File: config.mk
export PLATFORM = sky130hd
export DESIGN_NAME = uart_rx_param
export DESIGN_NICKNAME = d
export VERILOG_FILES = /design/src/rtl/uart_rx_param.sv
export SDC_FILE = /design/constraint.sdc
export NUM_CORES = 1
export LEC_CHECK = 0
export ABC_AREA = 1
export CAP_MARGIN = 20
export CORE_UTILIZATION = 47
export CTS_BUF_LIST = sky130_fd_sc_hd__clkbuf_8
export CTS_CLUSTER_SIZE = 10
export DETAILED_ROUTE_END_ITERATION = 12
export GPL_TIMING_DRIVEN = 0
export HOLD_SLACK_MARGIN = 0.08
export PLACE_DENSITY = 0.68
export SETUP_SLACK_MARGIN = 0.02
export SYNTH_ARGS = -nofsm -noshare
export SYNTH_HDL_FRONTEND = slang
export SYNTH_SLANG_ARGS = --single-unit
File: constraint.sdc
create_clock -name clk -period 5.1 [get_ports clk]
set_input_delay 0.51 -clock clk [delete_from_list [all_inputs] [get_ports clk]]
set_output_delay 0.51 -clock clk [all_outputs]
set_load 0.02 [all_outputs]
File: src/rtl/uart_rx_param.sv
// UART receiver: 16x oversampling with 3-sample majority vote per bit.
// Parity mode, stop-bit count and baud divisor are selectable at runtime.
module uart_rx_param #(
  parameter int DATA_BITS = 8,
  parameter int DIV_W     = 16
) (
  input  logic                 clk,
  input  logic                 reset,
  input  logic                 rx_en,
  input  logic [DIV_W-1:0]     baud_div,
  input  logic [1:0]           parity_mode,
  input  logic                 stop_bits,
  input  logic                 rxd,
  output logic [DATA_BITS-1:0] rx_data,
  output logic                 rx_valid,
  output logic                 rx_ferror,
  output logic                 rx_perror,
  output logic                 rx_busy
);

  localparam int BCNT_W = $clog2(DATA_BITS + 1);

  localparam logic [2:0] S_IDLE   = 3'd0;
  localparam logic [2:0] S_START  = 3'd1;
  localparam logic [2:0] S_DATA   = 3'd2;
  localparam logic [2:0] S_PARITY = 3'd3;
  localparam logic [2:0] S_STOP   = 3'd4;
  localparam logic [2:0] S_DONE   = 3'd5;

  logic                 sync1_q, sync1_d;
  logic                 rxs_q, rxs_d;
  logic                 rxs_prev_q, rxs_prev_d;
  logic [2:0]           state_q, state_d;
  logic [DIV_W-1:0]     div_q, div_d;
  logic [DIV_W-1:0]     tcnt_q, tcnt_d;
  logic [3:0]           phase_q, phase_d;
  logic [1:0]           samp_q, samp_d;
  logic [DATA_BITS-1:0] shift_q, shift_d;
  logic [BCNT_W-1:0]    bcnt_q, bcnt_d;
  logic                 par_en_q, par_en_d;
  logic                 par_odd_q, par_odd_d;
  logic                 two_stop_q, two_stop_d;
  logic                 stop_cnt_q, stop_cnt_d;
  logic                 ferr_q, ferr_d;
  logic                 perr_q, perr_d;
  logic [DATA_BITS-1:0] rx_data_q, rx_data_d;
  logic                 rx_valid_q, rx_valid_d;
  logic                 rx_ferror_q, rx_ferror_d;
  logic                 rx_perror_q, rx_perror_d;

  logic tick, maj, start_edge, sample_now, bit_end;

  always_comb begin
    tick       = (tcnt_q == div_q);
    // phase-7 and phase-8 samples are held; the phase-9 sample is the live line
    maj        = (samp_q[0] & samp_q[1]) | (samp_q[0] & rxs_q) | (samp_q[1] & rxs_q);
    start_edge = rx_en & rxs_prev_q & ~rxs_q;
    sample_now = tick & (phase_q == 4'd9);
    bit_end    = tick & (phase_q == 4'd15);

    sync1_d     = rxd;
    rxs_d       = sync1_q;
    rxs_prev_d  = rxs_q;
    state_d     = state_q;
    div_d       = div_q;
    tcnt_d      = tick ? '0 : tcnt_q + DIV_W'(1);
    phase_d     = tick ? phase_q + 4'd1 : phase_q;
    samp_d      = samp_q;
    shift_d     = shift_q;
    bcnt_d      = bcnt_q;
    par_en_d    = par_en_q;
    par_odd_d   = par_odd_q;
    two_stop_d  = two_stop_q;
    stop_cnt_d  = stop_cnt_q;
    ferr_d      = ferr_q;
    perr_d      = perr_q;
    rx_data_d   = rx_data_q;
    rx_valid_d  = 1'b0;
    rx_ferror_d = rx_ferror_q;
    rx_perror_d = rx_perror_q;

    if (tick && phase_q == 4'd7) samp_d[0] = rxs_q;
    if (tick && phase_q == 4'd8) samp_d[1] = rxs_q;

    if (!rx_en) begin
      state_d = S_IDLE;
    end else begin
      case (state_q)
        S_IDLE: begin
          // configuration tracks the inputs until a frame starts, then freezes
          div_d      = baud_div;
          par_en_d   = (parity_mode == 2'b01) || (parity_mode == 2'b10);
          par_odd_d  = (parity_mode == 2'b10);
          two_stop_d = stop_bits;
          tcnt_d     = '0;
          phase_d    = 4'd0;
          if (start_edge) begin
            state_d    = S_START;
            ferr_d     = 1'b0;
            perr_d     = 1'b0;
            bcnt_d     = '0;
            stop_cnt_d = 1'b0;
          end
        end
        S_START: begin
          if (sample_now && maj)  state_d = S_IDLE;
          else if (bit_end)       state_d = S_DATA;
        end
        S_DATA: begin
          if (sample_now) begin
            shift_d = {maj, shift_q[DATA_BITS-1:1]};
            bcnt_d  = bcnt_q + BCNT_W'(1);
          end
          if (bit_end && bcnt_q == BCNT_W'(DATA_BITS))
            state_d = par_en_q ? S_PARITY : S_STOP;
        end
        S_PARITY: begin
          if (sample_now) perr_d = (^shift_q) ^ maj ^ par_odd_q;
          if (bit_end)    state_d = S_STOP;
        end
        S_STOP: begin
          if (sample_now) begin
            if (!maj) ferr_d = 1'b1;
            // leave at mid-bit of the final stop so the next start edge is not missed
            if (two_stop_q && !stop_cnt_q) stop_cnt_d = 1'b1;
            else                           state_d    = S_DONE;
          end
        end
        S_DONE: begin
          rx_data_d   = shift_q;
          rx_ferror_d = ferr_q;
          rx_perror_d = perr_q & par_en_q;
          rx_valid_d  = 1'b1;
          state_d     = S_IDLE;
        end
        default: state_d = S_IDLE;
      endcase
    end
  end

  always_ff @(posedge clk or posedge reset) begin
    if (reset) begin
      sync1_q     <= 1'b1;
      rxs_q       <= 1'b1;
      rxs_prev_q  <= 1'b1;
      state_q     <= S_IDLE;
      div_q       <= '0;
      tcnt_q      <= '0;
      phase_q     <= 4'd0;
      samp_q      <= 2'b11;
      shift_q     <= '0;
      bcnt_q      <= '0;
      par_en_q    <= 1'b0;
      par_odd_q   <= 1'b0;
      two_stop_q  <= 1'b0;
      stop_cnt_q  <= 1'b0;
      ferr_q      <= 1'b0;
      perr_q      <= 1'b0;
      rx_data_q   <= '0;
      rx_valid_q  <= 1'b0;
      rx_ferror_q <= 1'b0;
      rx_perror_q <= 1'b0;
    end else begin
      sync1_q     <= sync1_d;
      rxs_q       <= rxs_d;
      rxs_prev_q  <= rxs_prev_d;
      state_q     <= state_d;
      div_q       <= div_d;
      tcnt_q      <= tcnt_d;
      phase_q     <= phase_d;
      samp_q      <= samp_d;
      shift_q     <= shift_d;
      bcnt_q      <= bcnt_d;
      par_en_q    <= par_en_d;
      par_odd_q   <= par_odd_d;
      two_stop_q  <= two_stop_d;
      stop_cnt_q  <= stop_cnt_d;
      ferr_q      <= ferr_d;
      perr_q      <= perr_d;
      rx_data_q   <= rx_data_d;
      rx_valid_q  <= rx_valid_d;
      rx_ferror_q <= rx_ferror_d;
      rx_perror_q <= rx_perror_d;
    end
  end

  assign rx_data   = rx_data_q;
  assign rx_valid  = rx_valid_q;
  assign rx_ferror = rx_ferror_q;
  assign rx_perror = rx_perror_q;
  assign rx_busy   = (state_q != S_IDLE);

endmodule

### After elaboration in Yosys (flattened, before gate mapping)

Index checks and enable logic that the tools add are counted.

* input bits: 23
* logic and storage cells: 113
* register bits: 73

* reductions and logical operators: 21
* bitwise operators: 13
* equality and inequality tests: 25
* add/subtract/negate cells: 3
* muxes and demuxes: 30

Operator list (number)
* two-way mux 16 bit: 3
* two-way mux 3 bit: 9
* two-way mux 4 bit: 5
* adder 16 x 1 -> 16 bit (second input constant): 1
* equality test 16 bit: 1
* equality test 4 bit (second input constant): 4
* != test 3 bit (second input constant): 5
* one-hot mux 3 bit (5 select lines): 1
* != test 2 bit (second input constant): 6
* AND reduction 5 bit: 2
* adder 4 x 1 -> 4 bit (second input constant): 2
* AND 1 bit: 8
* two-way mux 1 bit: 8
* one-hot mux 4 bit (2 select lines): 1
* AND reduction 4 bit: 2
* parity 8 bit: 1
* equality test 3 x 2 -> 1 bit (second input constant): 2
* equality test 3 bit (second input constant): 2
* one-hot mux 1 bit (2 select lines): 3
* AND reduction 6 bit: 1
* nonzero test 2 bit: 3
* logical AND 1 bit: 5
* equality test 4 x 3 -> 1 bit (second input constant): 1
* != test 4 bit (second input constant): 1
* 12 further kinds: 15

### Longest topological paths before layout

* depth in word-level cells: 7
* depth in mapped cells: 13
* depth with buffers taken out: 13

### Worst setup path after synthesis

Ideal clock, no wire load.

* kind: register -> register
* start: register tcnt_q[0]
* end: register tcnt_q[14]
* setup slack: 3.441 ns
* data arrival time: 1.537 ns
* stages on the path, launching flop included: 13
* required time: 4.978 ns
* setup time: 0.122 ns
* buffers on the path: 0
* cell sequence: dfrtp_1 -> ha_1 -> nand3_2 -> nor2_2 -> nand2_2 -> nor2_4 -> nand2_2 -> nor2_2 -> nand2_2 -> nor2_2 -> nand2_2 -> nor3_1 -> nor2_1

* longest elaborated chain between the ends: 4
* elaborated cells on any way between the ends: 5

RTL lines
* start, declared: RTL line 35 `logic [DIV_W-1:0] tcnt_q, tcnt_d;`
* start signal, assigned: RTL line 169 `tcnt_q <= tcnt_d;`
* adder 16 x 1 -> 16 bit or equality test 16 bit (tied branches): RTL line 66, 54
* two-way mux 16 bit *: RTL line 66 `tcnt_d = tick ? '0 : tcnt_q + DIV_W'(1);`
* two-way mux 16 bit: RTL line 88 `case (state_q)`
* two-way mux 16 bit *: RTL line 85 `if (!rx_en) begin`
* via tcnt_d[14]: RTL line 35

Mark *: on every way through the listed nets, which the timed path passes. The rest lies on a longest branch.
A chain may end at the register's enable or synchronous reset.

### Worst setup path after layout

* start: register state_q[1]
* end: output rx_busy

* longest elaborated chain between the ends: 1

RTL lines
* start, declared: RTL line 33 `logic [2:0] state_q, state_d;`
* start signal, assigned: RTL line 167 `state_q <= state_d;`
* nonzero test 3 bit: RTL line 191 `assign rx_busy = (state_q != S_IDLE);`
* end, declared: RTL line 18 `output logic rx_busy`

Every way passes these cells.

==> results.md <==
Outcome:
- The flow ran to the end, and the final reports show no timing, DRC or antenna violations.

Critical path:
- The path type of the worst setup path is flop to primary output.
- The end of the worst register-to-register path is div_q[0]$_DFFE_PP0P_.
- The worst register-to-register path has a setup slack of between 3000 and 4000 ps.
- The kind of end point of the critical path is a primary output.
- The data required time of the worst path is 4590 ps.
- At the worst endpoint, the arrival time is 1790 ps.
- For the worst flop-to-flop path, the logic depth is 7.
- Along the worst path, the maximum fanout reaches 5.
- The launch instance of the worst register-to-register path is state_q[1]$_DFFE_PP0P_.
- The critical path launch point type is a flop.

Logic synthesis:
- Counting every instance in the synthesized netlist gives 460.
- Counting every net in the synthesized netlist gives 490.
- The number of enable flip-flop cells after synthesis is 0.
- The most common flop cell mapped by yosys is sky130_fd_sc_hd__dfrtp_1.
- The most common cell in the synthesized netlist is sky130_fd_sc_hd__nand2_1.
- The average footprint of a synthesized cell is 8.05 um^2.
- The top cell type by total area after synthesis is sky130_fd_sc_hd__dfrtp_1.
- Counting instances in the post-synthesis netlist gives the leading cell types as 148 x sky130_fd_sc_hd__nand2_1, 68 x sky130_fd_sc_hd__dfrtp_1, 48 x sky130_fd_sc_hd__inv_1.
- By area the synthesized netlist is led by sky130_fd_sc_hd__dfrtp_1 46%, sky130_fd_sc_hd__nand2_1 15%, sky130_fd_sc_hd__inv_1 4.9%, sky130_fd_sc_hd__dfstp_2 3.5%, sky130_fd_sc_hd__nor2_1 3.4%.
- After synthesis, the netlist uses 33 different library cells.
- The post-synthesis cell area is approximately 3700 um^2.
- In this run, synthesis produced a sequential element count of 73.
- The sequential share of the synthesized area is 49.5%.
- The Yosys step of the flow raised 0 warnings.
- The proportion of register bits with asynchronous set or reset after synthesis is 100%.
- The top cell type by area accounts for 45.9% of the synthesized area.

Pwr:
- The worst voltage drop across the vdd grid is between 0.15 and 0.2 mV.
- The overall power after layout is approximately 1.7 mW.
- The leakage power summed over all cells is about 2.2 nW.
- The areal power density over the cells is between 300 and 400 nW/um^2.

Global routing:
- The first global-routing pass estimated ~13 mm of wire.
- The largest net degree at the start of global routing is 38.
- The initial antenna violation count is 0.
- After global routing the overflow that remains totals 0.
- The combined global-route utilization of all metal layers is ~20%.
- The number of global-route vias before repair is 2935.

Clock network:
- The TritonCTS buffer count is 9.
- The sink count of the clock tree is between 70 and 80.
- The clock-pin slew on the worst setup and hold paths is roughly 70 ps.
- The count of H-tree levels built during CTS is 3.
- Once the clock tree was built, the setup fixing pass inserted 0 buffers.
- Post-CTS repair changed the size of 0 cells.
- TritonCTS built the clock tree.
- In this run, post-CTS hold repair placed 0 buffers.
- The clock latency of the later-clocked register in the worst-skew pair is around 340 ps.
- The buffer levels on the longest clock path is 2.
- CTS placed an instance of sky130_fd_sc_hd__clkbuf_8 at the clock tree root.

Routing:
- The total wirelength of the detailed-routed design is 7.29 mm.
- The length of routed wiring on met1 is about 3.5 mm.
- After detailed routing, the met3 layer carries 252 um of wire.
- The count of unresolved DRC violations after routing is 0.
- Summed over all nets, wire length on met2 after detailed routing comes to about 3.4 mm.
- The detailed-route vias per instance is between 4 and 5.
- The via count is slightly below 3000.
- The detail route stage leaves a number of antenna-violating nets equal to 0.
- The first routing iteration left ~150 violations.
- Dividing the detail-routed wire length by the instance count gives roughly 12 um.
- Signal routing reaches up to met4.
- The first detailed-routing pass took 4 iterations.

Timing:
- The total count of hold-check failures in the final report was 0.
- Setup repair after global routing left no endpoint under its margin.
- The total of endpoints with negative setup slack in the final report is 0.
- The maximum operating frequency is 435 MHz.
- Headroom to the max-slew limit came out at between 60% and 70%.
- The transition time at the pin with the least slew margin is 557 ps.
- The clock arrives with approximately 11 ps of skew.
- For the finished layout, the period the worst path requires is ~2300 ps.
- The total negative slack for setup checks is 0 ps.
- The final number of max-transition violations is 0.
- The share of the clock period used by the worst path after layout is around 45%.

Floorplan:
- The floorplan step defined a die boundary enclosing 8240 um^2.
- Measured along the y axis, the die boundary spans 90.8 um.
- During I/O placement, the number of pins put on the boundary was 35.
- Row generation in the floorplan step produced 32 rows.
- Measured along the x axis, the die boundary spans about 91 um.
- The effective utilization at floorplan is about half.
- The core box area is approximately 7700 um^2.

Finish:
- The share of final-layout standard cells stronger than drive strength 1 is about an eighth.
- At the end of the flow, the number of nets in the layout was roughly 540.
- The antenna diode count is 0.
- The signed area change from the synthesized netlist to the final layout is 19.1%.

Hold path:
- The worst min-delay path class is flop to flop.
- In this run the most critical hold path is launched from rxs_d$_DFF_PP1_.
- The number of instances on the worst hold path is 0.
- The hold path endpoint is rxs_prev_d$_DFF_PP1_.

Place:
- After legalization and detailed placement, the total HPWL measured between 5 and 6 mm.
- The weighted congestion at the end of routability-driven global placement is about 0.86.
- In this run the tool buffered the top-level ports with 33 buffer cells.

Job:
- The total of max-cap violations is 0.
==> power by group <==
group	leakage, nW	internal, mW	switching [mW]	total [mW]
logic	1.11	0.169	0.303	0.472
registers	0.952	0.675	0.0684	0.744
clock network	0.113	0.291	0.220	0.510
==> cell type report <==
class                   count  area (um^2)
inverters                  62          243
clock inverters             6         90.1
well taps                 102          128
multi-input cells         319         1600
flip-flops and latches     73         1830
plain buffers               6         27.5
clock buffers              10          138
fillers                   708         3280
repair buffers             34          350
==> cells in the final DEF (no fill, tap or decap), types with 5 or more instances in the layout <==
master,Yosys,layout
sky130_fd_sc_hd__nor3_1,7,7
sky130_fd_sc_hd__o21ai_1,12,12
sky130_fd_sc_hd__nor2_2,5,5
sky130_fd_sc_hd__nor2_4,6,6
sky130_fd_sc_hd__clkbuf_8,0,10
sky130_fd_sc_hd__nand2_2,6,6
sky130_fd_sc_hd__inv_1,48,47
sky130_fd_sc_hd__inv_2,12,12
sky130_fd_sc_hd__a21oi_1,16,16
sky130_fd_sc_hd__clkdlybuf4s50_1,0,33
sky130_fd_sc_hd__xor2_1,10,10
sky130_fd_sc_hd__o21ai_0,21,21
sky130_fd_sc_hd__dfrtp_1,68,68
sky130_fd_sc_hd__nand3_1,24,24
sky130_fd_sc_hd__nor2_1,34,34
sky130_fd_sc_hd__nand2_1,148,148
sky130_fd_sc_hd__ha_1,7,7
sky130_fd_sc_hd__dfstp_2,5,5
sky130_fd_sc_hd__nand4_1,6,6
==> sequential cells by signal (all words and copies together) (netlist names) <==
signal,count
shift_q,8
tcnt_q,16
par_en_q,1
rxs_prev_d,1
perr_q,1
bcnt_q,4
samp_q,2
rx_ferror,1
div_q,16
stop_cnt_q,1
two_stop_q,1
rxs_d,1
rx_data,8
state_q,3
rx_valid,1
rx_perror,1
ferr_q,1
phase_q,4
par_odd_q,1
rxs_prev_q,1
==> critical path, cell delays in order (launching register included) <==
cell and delay [ps]:
sky130_fd_sc_hd__dfrtp_1 430, sky130_fd_sc_hd__nor2_1 140, sky130_fd_sc_hd__inv_2 60, sky130_fd_sc_hd__nor2_1 190
sky130_fd_sc_hd__inv_2 90, sky130_fd_sc_hd__clkdlybuf4s50_1 540
==> worst max path at each step <==
stage	start	to	slack (ps)	depth (start not counted)
finish	state_q[1]$_DFFE_PP0P_	rx_busy	2800	5
global route	state_q[1]$_DFFE_PP0P_	rx_busy	2700	5
CTS	state_q[1]$_DFFE_PP0P_	rx_busy	2780	5
detailed placement	state_q[1]$_DFFE_PP0P_	div_q[8]$_DFFE_PP0P_	3150	7
global placement	reset	state_q[0]$_DFFE_PP0P_	1480	2
floorplan	reset	bcnt_q[0]$_DFFE_PP0P_	2750	1
==> routing by layer <==
layer | track usage [%] | up-vias
met5 | 0 | -
met3 | 2.78 | 10
met4 | 8.20 | 0
li1 | - | 1534
met1 | 26.5 | 1376
met2 | 31.5 | 50
==> cells by family after synthesis <==
family | Yosys count | share of synthesized area [%]
simple gates | 246 | 30.4
compound gates | 52 | 7.23
xor+xnor | 14 | 3.31
fa+ha+maj | 7 | 2.36
buf+inv | 68 | 7.23
flops | 73 | 49.5
==> through the flow <==
stage	hold slack [ps]	setup WS, ps	cells	util [%]	area [um^2]
2_1_floorplan	345	2750	460	-	3700
3_3_place_gp	346	1480	595	54.1	4160
3_5_place_dp	348	3150	596	54.4	4180
4_1_cts	360	2780	612	57.4	4410
5_1_grt	368	2700	612	57.4	4410
6_report	359	2800	612	57.4	4410
Note: power is estimated with default switching activity, not from simulation.
